[src/rtl/multicycle_ctrl.sv]
// Multicycle control FSM: fetch/decode/exec/mem/writeback sequencing, datapath
// enables and selects, illegal-instruction/width/timeout trapping, retire counter.
package multicycle_ctrl_pkg;
  typedef enum logic [2:0] {
    INS_R, INS_I, INS_S, INS_B, INS_U, INS_J, INS_INVALID
  } instype_t;
endpackage

module multicycle_ctrl
  import multicycle_ctrl_pkg::*;
#(
  parameter int unsigned MEM_TIMEOUT = 16
) (
  input  logic              clk,
  input  logic              rstn,
  input  logic              run,
  input  instype_t          instrType,
  input  logic [6:0]        op,
  input  logic [4:0]        rd,
  input  logic [2:0]        writeLen,
  input  logic              branch_taken,
  multicycle_ctrl_if.master mem,
  output logic              ir_we,
  output logic              pc_we,
  output logic [1:0]        pc_sel,
  output logic              rf_we,
  output logic [1:0]        wb_sel,
  output logic              alu_a_pc,
  output logic              alu_b_imm,
  output logic              trap,
  output logic [1:0]        trap_cause,
  output logic [31:0]       instret,
  output logic              busy
);

  localparam logic [6:0] OP_LOAD  = 7'b0000011;
  localparam logic [6:0] OP_AUIPC = 7'b0010111;
  localparam logic [6:0] OP_JAL   = 7'b1101111;
  localparam logic [6:0] OP_JALR  = 7'b1100111;
  localparam logic [7:0] TMO_LAST = 8'(MEM_TIMEOUT - 1);

  typedef enum logic [2:0] {
    S_IDLE, S_FETCH, S_DECODE, S_EXEC, S_MEM, S_WB, S_TRAP
  } state_t;

  state_t     state_q, state_d;
  instype_t   cls_q;
  logic [6:0] op_q;
  logic [4:0] rd_q;
  logic [2:0] len_q;
  logic       bt_q;
  logic [7:0] tmo_q;
  logic       trap_q;
  logic [1:0] cause_q, cause_d;
  logic [31:0] instret_q;

  logic req, we, addr_sel;
  logic [2:0] len;

  // class of the latched instruction
  logic is_load, is_store, is_jal, is_jalr, use_imm, use_pc, writes_rd;
  assign is_load   = (op_q == OP_LOAD);
  assign is_store  = (cls_q == INS_S);
  assign is_jal    = (op_q == OP_JAL);
  assign is_jalr   = (op_q == OP_JALR);
  assign use_imm   = (cls_q == INS_I) || (cls_q == INS_S) || (cls_q == INS_U) || (cls_q == INS_J);
  assign use_pc    = (op_q == OP_AUIPC) || (cls_q == INS_B) || (cls_q == INS_J);
  assign writes_rd = ((cls_q == INS_R) || (cls_q == INS_I) || (cls_q == INS_U) ||
                      (cls_q == INS_J) || is_load) && (rd_q != 5'd0);

  // decode-cycle checks use the live decoder outputs
  logic dec_mem, dec_len_ok, tmo_hit;
  assign dec_mem    = (op == OP_LOAD) || (instrType == INS_S);
  assign dec_len_ok = (writeLen == 3'd1) || (writeLen == 3'd2) || (writeLen == 3'd4);
  assign tmo_hit    = !mem.mem_ready && (tmo_q == TMO_LAST);

  always_ff @(posedge clk or negedge rstn) begin
    if (!rstn) begin
      state_q <= S_IDLE;
      trap_q  <= 1'b0;
      cause_q <= 2'b00;
    end else begin
      state_q <= state_d;
      cause_q <= cause_d;
      if (state_d == S_TRAP) trap_q <= 1'b1;
    end
  end

  always_ff @(posedge clk or negedge rstn) begin
    if (!rstn) begin
      cls_q     <= INS_R;
      op_q      <= '0;
      rd_q      <= '0;
      len_q     <= '0;
      bt_q      <= 1'b0;
      tmo_q     <= '0;
      instret_q <= '0;
    end else begin
      if (state_q == S_DECODE) begin
        cls_q <= instrType;
        op_q  <= op;
        rd_q  <= rd;
        len_q <= writeLen;
      end
      if (state_q == S_EXEC) bt_q <= branch_taken;
      // counter sits at zero outside the request states, so every entry starts clean
      if (state_q != S_FETCH && state_q != S_MEM) tmo_q <= '0;
      else if (!mem.mem_ready)                    tmo_q <= tmo_q + 8'd1;
      if (state_q == S_WB) instret_q <= instret_q + 32'd1;
    end
  end

  always_comb begin
    state_d   = state_q;
    cause_d   = cause_q;
    req       = 1'b0;
    we        = 1'b0;
    addr_sel  = 1'b0;
    len       = 3'd0;
    ir_we     = 1'b0;
    pc_we     = 1'b0;
    pc_sel    = 2'd0;
    rf_we     = 1'b0;
    wb_sel    = 2'd0;
    alu_a_pc  = 1'b0;
    alu_b_imm = 1'b0;
    unique case (state_q)
      S_IDLE: if (run) state_d = S_FETCH;
      S_FETCH: begin
        req   = 1'b1;
        len   = 3'd4;
        ir_we = mem.mem_ready;
        if (mem.mem_ready) state_d = S_DECODE;
        else if (tmo_hit) begin
          state_d = S_TRAP;
          cause_d = 2'b11;
        end
      end
      S_DECODE: begin
        if (instrType == INS_INVALID) begin
          state_d = S_TRAP;
          cause_d = 2'b01;
        end else if (dec_mem && !dec_len_ok) begin
          state_d = S_TRAP;
          cause_d = 2'b10;
        end else state_d = S_EXEC;
      end
      S_EXEC: begin
        alu_a_pc  = use_pc;
        alu_b_imm = use_imm;
        state_d   = (is_load || is_store) ? S_MEM : S_WB;
      end
      S_MEM: begin
        // operand selects held so the ALU address stays stable across wait states
        alu_a_pc  = use_pc;
        alu_b_imm = use_imm;
        req       = 1'b1;
        we        = is_store;
        addr_sel  = 1'b1;
        len       = len_q;
        if (mem.mem_ready) state_d = S_WB;
        else if (tmo_hit) begin
          state_d = S_TRAP;
          cause_d = 2'b11;
        end
      end
      S_WB: begin
        alu_a_pc  = use_pc;
        alu_b_imm = use_imm;
        pc_we     = 1'b1;
        if (is_jal || (cls_q == INS_B && bt_q)) pc_sel = 2'd1;
        else if (is_jalr)                       pc_sel = 2'd2;
        rf_we     = writes_rd;
        if (is_load)                 wb_sel = 2'd1;
        else if (is_jal || is_jalr)  wb_sel = 2'd2;
        state_d   = run ? S_FETCH : S_IDLE;
      end
      S_TRAP: state_d = S_TRAP;
      default: state_d = S_IDLE;
    endcase
  end

  assign mem.mem_req      = req;
  assign mem.mem_we       = we;
  assign mem.mem_addr_sel = addr_sel;
  assign mem.mem_len      = len;
  assign trap             = trap_q;
  assign trap_cause       = cause_q;
  assign instret          = instret_q;
  assign busy             = (state_q != S_IDLE) && (state_q != S_TRAP);

endmodule

[src/rtl/multicycle_ctrl_if.sv]
// Shared instruction/data memory request port between the control FSM and memory.
interface multicycle_ctrl_if;
  logic       mem_req;
  logic       mem_we;
  logic       mem_addr_sel;
  logic [2:0] mem_len;
  logic       mem_ready;

  modport master (output mem_req, mem_we, mem_addr_sel, mem_len, input mem_ready);
  modport slave  (input mem_req, mem_we, mem_addr_sel, mem_len, output mem_ready);
endinterface

[src/flat_wrapper.sv]
// flat-port wrapper written by rule: the top's interface ports become plain ports
module multicycle_ctrl_flat import multicycle_ctrl_pkg::*;
#(
  parameter int unsigned MEM_TIMEOUT = 16
)
  (clk, rstn, run, instrType, op, rd, writeLen, branch_taken, ir_we, pc_we, pc_sel, rf_we, wb_sel, alu_a_pc, alu_b_imm, trap, trap_cause, instret, busy, mem_mem_req, mem_mem_we, mem_mem_addr_sel, mem_mem_len, mem_mem_ready);
  multicycle_ctrl_if mem_i ();
  input  logic clk;
  input  logic rstn;
  input  logic run;
  input  instype_t instrType;
  input  logic [6:0] op;
  input  logic [4:0] rd;
  input  logic [2:0] writeLen;
  input  logic branch_taken;
  output logic ir_we;
  output logic pc_we;
  output logic [1:0] pc_sel;
  output logic rf_we;
  output logic [1:0] wb_sel;
  output logic alu_a_pc;
  output logic alu_b_imm;
  output logic trap;
  output logic [1:0] trap_cause;
  output logic [31:0] instret;
  output logic busy;
  output wire logic [$bits(mem_i.mem_req)-1:0] mem_mem_req;
  output wire logic [$bits(mem_i.mem_we)-1:0] mem_mem_we;
  output wire logic [$bits(mem_i.mem_addr_sel)-1:0] mem_mem_addr_sel;
  output wire logic [$bits(mem_i.mem_len)-1:0] mem_mem_len;
  input wire logic [$bits(mem_i.mem_ready)-1:0] mem_mem_ready;
  assign mem_mem_req = mem_i.mem_req;
  assign mem_mem_we = mem_i.mem_we;
  assign mem_mem_addr_sel = mem_i.mem_addr_sel;
  assign mem_mem_len = mem_i.mem_len;
  assign mem_i.mem_ready = mem_mem_ready;
  multicycle_ctrl #(.MEM_TIMEOUT(MEM_TIMEOUT)) u_core (.clk(clk), .rstn(rstn), .run(run), .instrType(instrType), .op(op), .rd(rd), .writeLen(writeLen), .branch_taken(branch_taken), .mem(mem_i), .ir_we(ir_we), .pc_we(pc_we), .pc_sel(pc_sel), .rf_we(rf_we), .wb_sel(wb_sel), .alu_a_pc(alu_a_pc), .alu_b_imm(alu_b_imm), .trap(trap), .trap_cause(trap_cause), .instret(instret), .busy(busy));
endmodule
[config.mk]
export PLATFORM = sky130hd
export DESIGN_NAME = multicycle_ctrl_flat
export DESIGN_NICKNAME = d
export VERILOG_FILES = /design/src/rtl/multicycle_ctrl.sv /design/src/rtl/multicycle_ctrl_if.sv /design/src/flat_wrapper.sv
export SDC_FILE = /design/constraint.sdc
export NUM_CORES = 1
export LEC_CHECK = 0
export BUFFER_PORTS_ARGS = -buffer_cell sky130_fd_sc_hd__buf_2
export CAP_MARGIN = 20
export CORE_MARGIN = 1.5
export CORE_UTILIZATION = 35
export CTS_CLUSTER_SIZE = 10
export DETAILED_ROUTE_END_ITERATION = 12
export SYNTH_ARGS = -nofsm -noshare
export SYNTH_HDL_FRONTEND = slang
export SYNTH_SLANG_ARGS = --single-unit
[constraint.sdc]
create_clock -name clk -period 2.11 [get_ports clk]
set_clock_uncertainty 0.05 [all_clocks]
set_input_delay 0.422 -clock clk [delete_from_list [all_inputs] [get_ports clk]]
set_output_delay 0.422 -clock clk [all_outputs]
set_load 0.1 [all_outputs]
==> impl_metrics.ini <==
[clock_network]
cts_tree = yes
cts_buffers = 9
cts.path.max_buffers = 2
clock_sinks = 65
clk_pin_slew_worst_paths_ns = 0.07
root_buffer = clkbuf_8
htree_levels = 3
ctsHoldBuffers = 0
clock_latency_ns = 0.34

[global_route]
grt_max_degree = 66
grt_pass1_wl_mm = 12.5
antenna_found_initial = 0
first_global_vias = 2542
grtUsageTotal_pct = 16.5
gr-total-overflow = 0

[logic_synthesis]
syn_nets = 310
synth.avg_cell_area_um2 = 11.3
ys_top_cells_by_area = dfrtp_1 50%, xnor2_1 7.9%, mux2_2 7.0%
synth_cells = 285
ys.flop_type = dfrtp_1
synth_seq_cells = 65
synth.distinct_cells = 51
synth_top_area_cell = dfrtp_1
synth-edff-count = 0
ys_async_sr_fraction_pct = 100
yosysTopAreaCellShare_pct = 50.4
netlist_area_mm2 = 0.00323
seq_area_frac_synth_pct = 50.4
ys_warn_count = 0

[cells_and_area]
nets = 409
diodes = 0
fillers = 819
multi_input_comb_area_mm2 = 0.00171
seq_area_mm2 = 0.00165
final_common_cell = buf_2
area_growth_pct = 39.4
layout_common_cells = 57 x buf_2, 45 x dfrtp_1, 29 x xnor2_1
drive_gt1_share_pct = 48.3

[die]
die_area_mm2 = 0.00981
core_area_mm2 = 0.00885
rows = 34
ioPinCount = 74
die-height_um = 99.1
initial_core_util_pct = 36.5
die_width_um = 99.1

[setup_path]
cp_max_fo = 3
critPathBufInv = 1
path_class = reg -> out
worstPathCellList = and3_4 > nand4b_1 > nor2_4 > a22o_4 > buf_12
critPathLaunchType = flop
cp-end-kind = output port
crit_family = simple AND/OR/NAND/NOR gates
cp_slowest_cell = dfrtp_1
crit_arrival_ns = 1.69
required_ns = 1.64
max_stage_delay_ns = 0.41

[sta]
hold_violations = 0
slew_viol_final = 0
setup_viol = 4
slew_headroom_pct = 67.0
period_needed_ns = 2.16
fmaxAchievable_ghz = 0.463
worst_pin_slew_ns = 0.498
rsz0062_at_grt = yes
setup_slack_ns = -0.0487
finalCritPeriodShare_pct = 102
fin_setup_tns_ns = -0.145

[power]
p_total_uw = 5910
clockPowerShare_pct = 17.7
ir_drop_mv = 1.06
netSwitchingFraction_pct = 45.5
p_comb_share_pct = 50.8
p_int_uw = 3220
p_switching_uw = 2690
powerDensity_mw_per_mm2 = 1310
power_leakage_uw = 0.00204
power_frac_seq_pct = 31.4

[status]
violations = setup timing
outcome = finished with violations

[detailed_routing]
wire_per_inst_um = 15.2
viasPerCell = 5.12
ant_nets = 0
drtPass1Iterations = 4
drtIter0Drc = 107
vias = 2543
wirelength_mm = 7.56
drc = 0

[job]
drv_cap = 0

[hold_path]
min_path_type = in -> async

[placed_design]
numPortBuffers = 73
dpl.hpwl_mm = 5.24
routabilityCongestion = 0.798
-- routing by layer --
| metal | global-route usage [%] | share of wire, % |
|---|---|---|
| met3 | 5.82 | 5.2 |
| met2 | 27.4 | 48 |
| met4 | 4.88 | 1.1 |
| met1 | 20.3 | 46 |
| met5 | 0 | 0 |
-- synth_stat cells, types with 4 or more instances --
| cell | instances |
|---|---|
| xor2_1 | 11 |
| o21ai_0 | 8 |
| dfrtp_1 | 65 |
| nor4_1 | 4 |
| and4_1 | 6 |
| and2_1 | 6 |
| nand2_1 | 16 |
| mux2_2 | 20 |
| nand4_1 | 14 |
| nor3_1 | 7 |
| xnor2_1 | 29 |
| a21oi_1 | 7 |
| nor2_1 | 17 |
| nand3_1 | 14 |
| nand2b_1 | 4 |
-- power by group through the flow --
stage | clock, µW | sequential, µW | combinational [µW]
global placement | 0 | 1840 | 2750
detailed placement | 0 | 1850 | 2770
global route | 1140 | 1900 | 3150
floorplan | 0 | 2240 | 1650
CTS | 1090 | 1830 | 2940
finish | 1050 | 1860 | 3010
-- timing repair --
| action | CTS | global route |
|---|---|---|
| gates cloned | 0 | 0 |
| pin swaps | 6 | 5 |
| buffers inserted | 9 | 5 |
| setup endpoints to repair | 12 | 10 |
| resized for setup | 12 | 6 |
-- state kept, by name, indices dropped and copies added (netlist names) --
| register | count |
|---|---|
| u_core.trap_cause | 2 |
| u_core.trap | 1 |
| u_core.cls_q | 3 |
| u_core.tmo_q | 8 |
| u_core.rd_q | 5 |
| u_core.state_q | 3 |
| u_core.bt_q | 1 |
| u_core.instret | 32 |
| u_core.op_q | 7 |
| u_core.len_q | 3 |
-- per-stage QoR --
step	instances	util, %	instance area, µm²	hold slack, ns	worst slack [ns]
6_report	497	50.9	4500	0.0408	-0.0487
5_1_grt	497	50.9	4500	0.0298	-0.107
3_5_place_dp	467	46.7	4130	0.414	0.156
3_3_place_gp	467	46.7	4130	0.405	0.203
2_1_floorplan	285	-	3380	0.0764	-0.256
4_1_cts	492	50.2	4440	0.0271	-0.0874
-- final cells by class --
type,count,area share (%)
tap,108,3.00
clock buffer,10,3.06
sequential,65,36.7
clock inverter,6,1.28
timing repair buffer,95,17.5
inverter,4,0.445
multi-input combinational,209,38.1
-- cells by family after synthesis --
logic type / count (synthesis) / share of synthesized area (%)
AO/OA/AOI/OAI: 25 / 5.15
XOR/XNOR: 40 / 10.8
adder cells (fa/ha/maj): 2 / 0.775
buffers and inverters: 11 / 1.86
flip-flops: 65 / 50.4
multiplexers: 23 / 7.90
AND/OR/NAND/NOR: 119 / 23.1
-- worst paths after layout --
path	to	slack (ns)	cells past startpoint	start
min in group clk	u_core.rd_q[4]	0.27	2	rd[4]
hold reg to reg	u_core.instret[12]	0.42	1	u_core.instret[12]
setup / recovery	pc_sel[0]	-0.05	5	u_core.op_q[2]
hold / removal	u_core.instret[27]	0.04	2	rstn
max in group asynchronous	u_core.instret[12]	1.68	2	rstn
setup reg to reg	u_core.trap_cause[1]	0.16	5	u_core.state_q[0]
No activity file was read; power rests on OpenSTA's default activity.
